### src/rtl/frame_draw_scheduler.sv
// rtl/frame_draw_scheduler.sv - triangle command queue and per-frame clear/draw/swap sequencer
module frame_draw_scheduler #(
    parameter int          FIFO_DEPTH = 8,
    parameter logic [31:0] BUF_A_ADDR = 32'h0012C000,
    parameter logic [31:0] BUF_B_ADDR = 32'h00000000
) (
    input  logic         clock,
    input  logic         reset,
    input  logic         frame_req,
    input  logic         cmd_valid,
    output logic         cmd_ready,
    input  logic [127:0] cmd_data,
    input  logic         vga_blank_n,
    output logic         drawer_en,
    input  logic         drawer_done,
    output logic [3:0]   opcode,
    output logic [15:0]  ax,
    output logic [15:0]  ay,
    output logic [15:0]  bx,
    output logic [15:0]  by,
    output logic [15:0]  cx,
    output logic [15:0]  cy,
    output logic [31:0]  colour,
    output logic         screen_clear,
    output logic         swap_buffer,
    output logic [31:0]  buffer_addr,
    output logic         busy,
    output logic [15:0]  frame_count
);

    localparam int PTR_W = $clog2(FIFO_DEPTH);
    localparam int CNT_W = PTR_W + 1;
    localparam logic [CNT_W-1:0] FULL_CNT = CNT_W'(FIFO_DEPTH);

    typedef enum logic [2:0] {
        IDLE,
        START_CLEAR,
        WAIT_CLEAR,
        LOAD,
        START_TRI,
        WAIT_TRI,
        WAIT_BLANK,
        SWAP
    } state_t;

    state_t state_q, state_d;

    logic [127:0]     mem_q [FIFO_DEPTH];
    logic [127:0]     mem_d [FIFO_DEPTH];
    logic [PTR_W-1:0] wr_ptr_q, wr_ptr_d;
    logic [PTR_W-1:0] rd_ptr_q, rd_ptr_d;
    logic [CNT_W-1:0] count_q, count_d;
    logic [CNT_W-1:0] remaining_q, remaining_d;
    logic             pending_q, pending_d;
    logic             drawer_en_q, drawer_en_d;
    logic             screen_clear_q, screen_clear_d;
    logic             swap_buffer_q, swap_buffer_d;
    logic [3:0]       opcode_q, opcode_d;
    logic [15:0]      ax_q, ax_d, ay_q, ay_d, bx_q, bx_d;
    logic [15:0]      by_q, by_d, cx_q, cx_d, cy_q, cy_d;
    logic [31:0]      colour_q, colour_d;
    logic             buf_sel_q, buf_sel_d;
    logic [15:0]      frame_count_q, frame_count_d;

    logic             push;
    logic             pop;
    logic [127:0]     head;

    assign cmd_ready = (count_q != FULL_CNT);
    assign push      = cmd_valid && cmd_ready;
    assign pop       = (state_q == LOAD) && (count_q != '0);
    assign head      = mem_q[rd_ptr_q];

    // Queue bookkeeping: pushes accepted in any state, pops only while loading.
    always_comb begin
        mem_d    = mem_q;
        wr_ptr_d = wr_ptr_q;
        rd_ptr_d = rd_ptr_q;
        count_d  = count_q;
        if (push) begin
            mem_d[wr_ptr_q] = cmd_data;
            wr_ptr_d        = wr_ptr_q + PTR_W'(1);
        end
        if (pop) begin
            rd_ptr_d = rd_ptr_q + PTR_W'(1);
        end
        case ({push, pop})
            2'b10:   count_d = count_q + CNT_W'(1);
            2'b01:   count_d = count_q - CNT_W'(1);
            default: count_d = count_q;
        endcase
    end

    // Frame sequencer: next state, one-cycle strobes and held operand registers.
    always_comb begin
        state_d        = state_q;
        remaining_d    = remaining_q;
        pending_d      = pending_q;
        drawer_en_d    = 1'b0;
        screen_clear_d = 1'b0;
        swap_buffer_d  = 1'b0;
        opcode_d       = opcode_q;
        ax_d           = ax_q;
        ay_d           = ay_q;
        bx_d           = bx_q;
        by_d           = by_q;
        cx_d           = cx_q;
        cy_d           = cy_q;
        colour_d       = colour_q;
        buf_sel_d      = buf_sel_q;
        frame_count_d  = frame_count_q;

        case (state_q)
            IDLE: begin
                if (frame_req || pending_q) begin
                    state_d = START_CLEAR;
                end
            end
            START_CLEAR: begin
                // Only what is queued right now belongs to this frame.
                remaining_d    = count_q;
                drawer_en_d    = 1'b1;
                screen_clear_d = 1'b1;
                opcode_d       = 4'd0;
                colour_d       = 32'd0;
                state_d        = WAIT_CLEAR;
            end
            WAIT_CLEAR, WAIT_TRI: begin
                // drawer_en_q high marks the first wait cycle; a done there is stale.
                if (drawer_done && !drawer_en_q) begin
                    state_d = (remaining_q != '0) ? LOAD : WAIT_BLANK;
                end
            end
            LOAD: begin
                if (pop) begin
                    ax_d        = head[15:0];
                    ay_d        = head[31:16];
                    bx_d        = head[47:32];
                    by_d        = head[63:48];
                    cx_d        = head[79:64];
                    cy_d        = head[95:80];
                    colour_d    = head[127:96];
                    remaining_d = remaining_q - CNT_W'(1);
                end
                state_d = START_TRI;
            end
            START_TRI: begin
                drawer_en_d = 1'b1;
                opcode_d    = 4'd1;
                state_d     = WAIT_TRI;
            end
            WAIT_BLANK: begin
                if (!vga_blank_n) begin
                    state_d = SWAP;
                end
            end
            SWAP: begin
                swap_buffer_d = 1'b1;
                buf_sel_d     = !buf_sel_q;
                frame_count_d = frame_count_q + 16'd1;
                state_d       = IDLE;
            end
            default: state_d = IDLE;
        endcase

        // Requests arriving mid-frame collapse into a single follow-on frame.
        if (state_q != IDLE && frame_req) begin
            pending_d = 1'b1;
        end
        if (state_q == IDLE && state_d == START_CLEAR) begin
            pending_d = 1'b0;
        end
    end

    // Control and operand registers with synchronous reset.
    always_ff @(posedge clock) begin
        if (reset) begin
            state_q        <= IDLE;
            wr_ptr_q       <= '0;
            rd_ptr_q       <= '0;
            count_q        <= '0;
            remaining_q    <= '0;
            pending_q      <= 1'b0;
            drawer_en_q    <= 1'b0;
            screen_clear_q <= 1'b0;
            swap_buffer_q  <= 1'b0;
            opcode_q       <= 4'd0;
            ax_q           <= 16'd0;
            ay_q           <= 16'd0;
            bx_q           <= 16'd0;
            by_q           <= 16'd0;
            cx_q           <= 16'd0;
            cy_q           <= 16'd0;
            colour_q       <= 32'd0;
            buf_sel_q      <= 1'b0;
            frame_count_q  <= 16'd0;
        end else begin
            state_q        <= state_d;
            wr_ptr_q       <= wr_ptr_d;
            rd_ptr_q       <= rd_ptr_d;
            count_q        <= count_d;
            remaining_q    <= remaining_d;
            pending_q      <= pending_d;
            drawer_en_q    <= drawer_en_d;
            screen_clear_q <= screen_clear_d;
            swap_buffer_q  <= swap_buffer_d;
            opcode_q       <= opcode_d;
            ax_q           <= ax_d;
            ay_q           <= ay_d;
            bx_q           <= bx_d;
            by_q           <= by_d;
            cx_q           <= cx_d;
            cy_q           <= cy_d;
            colour_q       <= colour_d;
            buf_sel_q      <= buf_sel_d;
            frame_count_q  <= frame_count_d;
        end
    end

    // Queue storage needs no reset; the pointers define which entries are live.
    always_ff @(posedge clock) begin
        mem_q <= mem_d;
    end

    assign drawer_en    = drawer_en_q;
    assign screen_clear = screen_clear_q;
    assign swap_buffer  = swap_buffer_q;
    assign opcode       = opcode_q;
    assign ax           = ax_q;
    assign ay           = ay_q;
    assign bx           = bx_q;
    assign by           = by_q;
    assign cx           = cx_q;
    assign cy           = cy_q;
    assign colour       = colour_q;
    assign buffer_addr  = buf_sel_q ? BUF_B_ADDR : BUF_A_ADDR;
    assign busy         = (state_q != IDLE);
    assign frame_count  = frame_count_q;

endmodule

### config.mk
export PLATFORM = sky130hd
export DESIGN_NAME = frame_draw_scheduler
export DESIGN_NICKNAME = d
export VERILOG_FILES = /design/src/rtl/frame_draw_scheduler.sv
export SDC_FILE = /design/constraint.sdc
export NUM_CORES = 1
export LEC_CHECK = 0
export ABC_CLOCK_PERIOD_IN_PS = 13660
export BUFFER_PORTS_ARGS = -buffer_cell sky130_fd_sc_hd__buf_2
export CAP_MARGIN = 20
export CORE_ASPECT_RATIO = 1.25
export CORE_MARGIN = 5
export CORE_UTILIZATION = 50
export CTS_CLUSTER_DIAMETER = 60
export DETAILED_ROUTE_END_ITERATION = 6
export PLACE_DENSITY_LB_ADDON = 0.08
export SLEW_MARGIN = 20
export SYNTH_ARGS = -nofsm -noshare
export SYNTH_HDL_FRONTEND = slang
export SYNTH_SLANG_ARGS = --single-unit
### constraint.sdc
create_clock -name clock -period 13.66 [get_ports clock]
set_input_delay 0.683 -clock clock [delete_from_list [all_inputs] [get_ports clock]]
set_output_delay 0.683 -clock clock [all_outputs]
set_load 0.01 [all_outputs]
==> results of run 1 <==
[report_power, final]
part | total (mW) | internal (mW) | switching [mW]
clock network | 3.08 | 1.77 | 1.31
registers | 4.10 | 4.05 | 0.0509
logic | 0.391 | 0.152 | 0.238
[cells by family after synthesis]
family	after synthesis
AOI/OAI and AO/OA	169
xor gates and xnor gates	18
adders and majority gates	7
buffers and inverters	163
DFF	1191
muxes	260
other	1
and+or+nand+nor	338
[synthesized netlist by cell type, types with 3 or more instances]
cell,instances
nor4_1,4
nand2_1,13
clkbuf_1,47
nor2b_1,36
buf_2,60
a221o_1,32
nor3_1,68
mux4_2,256
inv_1,7
nor3_2,40
o21ai_0,12
nor2_1,127
nand4_1,5
ha_1,7
xnor2_1,9
or3_1,3
nand2b_1,4
dfxtp_1,167
and3_1,3
o22ai_1,97
buf_6,8
a21oi_1,19
buf_4,40
nand3_1,13
xor2_1,9
edfxtp_1,1024
[layout make-up]
class | instances | area, sq um
diodes | 13 | 32.53
clock buffers | 163 | 3249
clock inverters | 52 | 457.9
fillers | 6587 | 36980
inverters | 7 | 26.28
multi-input cells | 823 | 9304
flip-flops and latches | 1191 | 34100
well taps | 1168 | 1461
repair buffers | 312 | 1743
[cell usage in the layout, fill, tap and decap left out, types with 4 or more instances in the layout]
cell type,synthesis,routed
a21oi_1,19,19
nand3_1,13,13
o22ai_1,97,97
clkbuf_1,47,30
inv_1,7,7
nor2_1,127,122
clkbuf_16,0,116
buf_2,60,286
a221o_1,32,32
clkinv_1,0,12
clkinv_2,0,24
nand2b_1,4,4
nand2_1,13,13
nor2_4,0,4
buf_4,40,16
clkbuf_8,0,17
nor3_1,68,64
bufinv_16,0,6
nand4_1,5,5
nor3_2,40,44
xor2_1,9,9
dfxtp_1,167,165
inv_6,0,5
diode_2,0,13
ha_1,7,7
edfxtp_1,1024,1024
conb_1,1,31
buf_12,0,9
nor2b_1,36,36
mux4_2,256,256
o21ai_0,12,12
xnor2_1,9,9
[worst reg2reg max path, stage by stage, from the launching register on]
cell	delay (ns)
dfxtp_1	0.57
or4b_2	0.28
nand3_1	0.30
nor2_4	0.75
buf_4	0.77
buf_4	0.97
[stage by stage]
| stage | instances | utilization | cell area [sq um] |
|---|---|---|---|
| global route | 3723 | 0.5765 | 50360 |
| floorplan | 2177 | - | 44210 |
| global placement | 3500 | 0.5338 | 46630 |
| finish | 3729 | 0.5767 | 50370 |
| CTS | 3716 | 0.5763 | 50340 |
| detailed placement | 3501 | 0.5339 | 46630 |
[flip-flops by register name, indices dropped and copies added, names as in the netlist]
register / count
mem_q: 1024
colour: 32
ax: 16
ay: 16
bx: 16
by: 16
cx: 16
cy: 16
frame_count: 16
count_q: 4
remaining_q: 4
rd_ptr_q: 3
state_q: 3
wr_ptr_q: 3
buf_sel_q: 1
drawer_en: 1
opcode: 1
pending_q: 1
screen_clear: 1
swap_buffer: 1
[metal layers]
layer	share of wire	global-route usage	wire, um
met1	0.41	0.2829	40090
met5	0.0014	0	132
met2	0.50	0.3402	48140
met4	0.023	0.06108	2180
met3	0.063	0.03866	6068
[how the worst max path moves through the flow]
stage | from | endpoint | cells past startpoint
floorplan | count_q[0] | mem_q[640] | 4
global placement | cmd_valid | mem_q[216] | 5
detailed placement | cmd_valid | mem_q[216] | 5
CTS | count_q[1] | mem_q[219] | 5
global route | count_q[1] | mem_q[211] | 5
finish | count_q[1] | mem_q[211] | 5
==> flow_summary.json, run 1 <==
{
  "status": "complete, no violations",
  "min-delay-start": "cmd_data[74]",
  "layout.nets": 2590,
  "syn_inst": 2147,
  "grt_pass1_wl_mm": 145.3,
  "coreArea_sq_um": 87360,
  "initial_core_util": 0.5047,
  "synth_edf_count": 1024,
  "crit_top_cell": "buf_4",
  "netlist_area_sq_um": 44090,
  "cp_num_buf_inv": 2,
  "fmax_mhz": 244.8,
  "synth_xor_area_frac": 0.003576,
  "power_density_nw_per_um2": 150.4,
  "wl_per_cell_um": 25.91,
  "crit_type": "register to register",
  "tightest_slew_ns": 1.078,
  "grt_pass1_vias": 22790,
  "tns_ns": 0,
  "synth_compound_area_frac": 0.02622,
  "hold_violations": 0,
  "worstHoldPathType": "input port to register",
  "slew_violations": 0,
  "synth-adder-area-share": 0.001986,
  "synth_top_family_by_area": "multiplexers",
  "cp_max_fo": 60,
  "rr_worst_depth": 5,
  "clockBufferDepth": 3,
  "die_area_sq_um": 94260,
  "ys_top_cells_by_area": "edfxtp_1, mux4_2, dfxtp_1",
  "worst_setup_path_start_kind": "register",
  "synth_top_area_frac": 0.6974,
  "r2r_end": "mem_q[211]",
  "numCtsBuffers": 114,
  "ys_ff_latch": 1191,
  "power_mw": 7.574,
  "end_kind": "register",
  "post-cts-setup-buffers": 0,
  "worst-endpoint-arrival_ns": 4.36,
  "hold_buffers": 0,
  "fin_crit_ns": 4.084,
  "avgSynthCellArea_sq_um": 20.54,
  "clock_skew_ns": 0.01856,
  "synth-async-reset-ratio": 0,
  "relSlewSlack": 0.2815,
  "setup_violations": 0,
  "pre_cts_ws_ns": 9.499,
  "synthDistinctLibCells": 55,
  "vias_per_cell": 5.766,
  "worst_slack_ns": 9.576,
  "io_buffers": 287,
  "path_cells": "or4b_2, nand3_1, nor2_4, buf_4, buf_4",
  "drive_gt1_frac": 0.3179,
  "cts_resized": 0,
  "ant_nets": 0,
  "yosys_warnings": 0,
  "grt_overflow": 0,
  "finalWirelength_mm": 96.61,
  "clkTransAtPathRegs_ns": 0.07,
  "worstHoldPathCells": 1,
  "synth_top_area_cell": "edfxtp_1",
  "critPathSlowestCell": "buf_4",
  "die_width_um": 275.6,
  "dr.pass1.iters": 5,
  "drtIter0Drc": 1687,
  "synth_simple_gate_area_frac": 0.04282,
  "path_delay_family": "buffers and inverters",
  "hpwl_mm": 48.29,
  "clkLatencyLatePin_ns": 0.67,
  "leakage_nw": 16.40,
  "timing.rr.start": "count_q[1]",
  "htreeDepth": 3,
  "vdd_ir_drop_max_uv": 120.6,
  "timing.hold.ws_ns": 0.2767,
  "clock_sinks": 1191,
  "cts_tree": "built",
  "antenna_found_initial": 33,
  "vias": 21500,
  "maxCapViolCount": 0,
  "ys_seq_area_frac": 0.7732,
  "syn_to_final_growth_pct": 14.25,
  "ctsRootBufferMaster": "clkbuf_16",
  "grt_max_degree": 129,
  "io_pins": 319,
  "cpPeakStageDelay_ns": 0.93,
  "die_h_um": 342.0,
  "rows": 121,
  "r2r_slack_ns": 9.58,
  "grt_usage": 0.2059,
  "holdPathEnd": "mem_q[74]",
  "fin_crit_sh": 0.2990,
  "synth.area.mux_share": 0.1317,
  "place.gp.congestion": 0.7383,
  "cp.required_ns": 13.94,
  "remaining_drc_errors": 0,
  "yosys_most_used_dff": "edfxtp_1",
  "rsz0062_at_grt": "no"
}
Note: power is estimated with default switching activity, not from simulation.
==> inputs of run 2 (changes only) <==
Settings changed: ABC_AREA set to 1, ABC_CLOCK_PERIOD_IN_PS 13660 to 3900.
Clock period 13.66 ns to 3.9 ns, I/O delays scaled along.
==> run 2 against run 1 <==
The flow now finishes with violations (max-slew violations). First-iteration DRC count increased by 32%. Final area grew 6.6%. Routed wire length up 15%. Hold slack got worse by 0.16 ns. Critical endpoint is now mem_q[718]. Die area grew 3.9%. Sequential power rose to 3.5 times the previous value. Combinational power rose to 6.4 times the previous value. Area after synthesis rose by 4.0%. Sequential cell count unchanged. Count of clock-buffer cells in the layout grew 12. Non-clock buffer count up 165. Sequential share of layout area decreased by 4.2 points.
==> flow_summary.json, run 2 <==
{
  "clock_sinks": 1191,
  "rsz0062_at_grt": "no",
  "grt_usage": 0.2222,
  "dp.cells": 4991,
  "htreeDepth": 3,
  "relSlewSlack": -0.07680,
  "grt_pass1_wl_mm": 170.4,
  "slew_violations": 100,
  "post-route-cell-area_sq_um": 53710,
  "yosys_most_used_dff": "edfxtp_1",
  "layout.nets": 4185,
  "largest_register_ff_count": 1024,
  "maxCapViolCount": 0,
  "worst_slack_ns": 1.228,
  "min-delay-start": "cmd_valid",
  "status": "complete, but fails checks",
  "synth_top_area_cell": "edfxtp_1",
  "avgSynthCellArea_sq_um": 12.41,
  "antenna_found_initial": 6,
  "vdd_ir_drop_max_uv": 806.9,
  "r2r_slack_ns": 1.23,
  "synth_edf_count": 1024,
  "yosys_warnings": 0,
  "regMostFlops": "mem_q",
  "ys_top_cells_by_area": "edfxtp_1, dfxtp_1, o21ai_0",
  "leakage_nw": 18.80,
  "end_kind": "register",
  "rows": 124,
  "place.gp.congestion": 0.7419,
  "worstHoldPathType": "input port to register",
  "layout.cells.non_filler": 5347,
  "cts_tree": "built",
  "drtIter0Drc": 2232,
  "fmax_mhz": 374.2,
  "clock_skew_ns": 0.02997,
  "switching_share": 0.2319,
  "ys_seq_area_frac": 0.7433,
  "remaining_drc_errors": 0,
  "synth-async-reset-ratio": 0,
  "tightest_slew_ns": 1.615,
  "initial_core_util": 0.5027,
  "syn_inst": 3697,
  "numCtsBuffers": 116,
  "io_pins": 319,
  "dr.pass1.iters": 7,
  "grt_max_degree": 251,
  "syn_to_final_growth_pct": 17.10,
  "worst-endpoint-arrival_ns": 3.01,
  "failed_checks": "max-slew violations",
  "synth_top_area_frac": 0.6704,
  "final_common_cell": "edfxtp_1",
  "netlist_area_sq_um": 45860,
  "ys_ff_latch": 1191,
  "power_density_nw_per_um2": 527.0,
  "worst_setup_path_start_kind": "register",
  "fin_crit_ns": 2.672,
  "timing.hold.ws_ns": 0.1177,
  "ctsRootBufferMaster": "clkbuf_16",
  "die_h_um": 348.6,
  "p_sw_mw": 6.563,
  "p_seq_frac": 0.509,
  "io_buffers": 287,
  "vias": 29170,
  "hpwl_mm": 57.35,
  "finalWirelength_mm": 110.9,
  "clockBufferDepth": 3,
  "coreArea_sq_um": 91230,
  "cp_max_fo": 18,
  "tns_ns": 0,
  "grt_pass1_vias": 28340,
  "die_area_sq_um": 97920,
  "placed_cell_area_sq_um": 48420,
  "final_cell_mix": "edfxtp_1, nor2_1, o21ai_0",
  "drive_gt1_frac": 0.1317,
  "clkLatencyLatePin_ns": 0.68,
  "setup_violations": 0,
  "synthDistinctLibCells": 26,
  "synthTopCellsByCount": "edfxtp_1, nor2_1, o21ai_0, a21oi_1, o211ai_1",
  "vias_per_cell": 5.454,
  "comb_power_share": 0.089,
  "fin_crit_sh": 0.6852,
  "pre_cts_ws_ns": 1.206,
  "grt_overflow": 0,
  "post-route-util": 0.5887,
  "power_mw": 28.30,
  "synth_most_common_cell": "edfxtp_1",
  "ant_nets": 0,
  "cp.required_ns": 4.24,
  "die_width_um": 280.9,
  "power.internal_mw": 21.74,
  "hold_violations": 0,
  "crit_start": "count_q[0]",
  "clockPowerShare": 0.402,
  "crit_type": "register to register",
  "wl_per_cell_um": 20.74,
  "timing.rr.start": "count_q[0]",
  "clkTransAtPathRegs_ns": 0.06
}
==> run 2: cell types whose count changed in the layout (fill, tap and decap cells not counted), moves of 175 or more <==
| cell | delta |
|---|---|
| nand2_1 | +175 |
| o21ai_0 | +545 |
| a21oi_1 | +220 |
| mux4_2 | -256 |
| nor2_1 | +579 |
| o211ai_1 | +192 |
==> run 2: layout make-up <==
class | instances | area, sq um
inverters | 131 | 515.5
repair buffers | 477 | 3506
flip-flops and latches | 1191 | 34100
multi-input cells | 2127 | 10110
clock buffers | 175 | 3522
fillers | 7322 | 37520
clock inverters | 44 | 432.9
diodes | 5 | 12.51
well taps | 1197 | 1498
==> run 2: final timing paths <==
kind | to | depth (start not counted)
min reg2reg | colour[19] | 2
max reg2reg | mem_q[718] | 7
max | mem_q[718] | 7
min | wr_ptr_q[2] | 5
==> run 2: cells by family (layout without fill, tap and decap cells) <==
kind of cell / Yosys count / after routing / share of synthesized area
flip-flops: 1191 / 1191 / 0.7433
AO/OA/AOI/OAI: 1067 / 1067 / 0.1271
AND/OR/NAND/NOR: 1017 / 1017 / 0.08675
buffers and inverters: 409 / 827 / 0.03988
adder cells (fa/ha/maj): 7 / 7 / 0.001910
XOR/XNOR: 5 / 5 / 0.0009548
other: 1 / 36 / 0.00008176
==> run 2: power groups by stage <==
stage / logic (mW) / registers, mW / clock network (mW)
4_1_cts: 2.55 / 14.4 / 11.6
5_1_grt: 2.84 / 14.4 / 12.2
3_3_place_gp: 2.40 / 14.7 / 0
3_5_place_dp: 2.41 / 14.7 / 0
6_report: 2.52 / 14.4 / 11.4
2_1_floorplan: 1.49 / 14.7 / 0
==> run 2: repair_timing <==
item | CTS | global route
hold endpoints to repair | 1027 | 0
buffers inserted | 0 | 0
hold buffers | 132 | 0
resized for setup | 0 | 0
==> run 2: metal layers <==
layer | GRT usage | up-vias | share of wire
li1 | - | 13950 | -
met1 | 0.3128 | 14370 | 0.44
met2 | 0.3685 | 681 | 0.48
met3 | 0.02950 | 162 | 0.048
met4 | 0.06217 | 2 | 0.022
met5 | 0 | - | 0.000063
==> run 2: critical path: stages (launching register included) <==
cell     delay (ns)
dfxtp_1        0.43
nor2_1         0.09
nand3_1        0.10
nand2_1        0.18
inv_1          0.15
nand2_1        0.26
nor2_4         0.66
buf_4          0.44
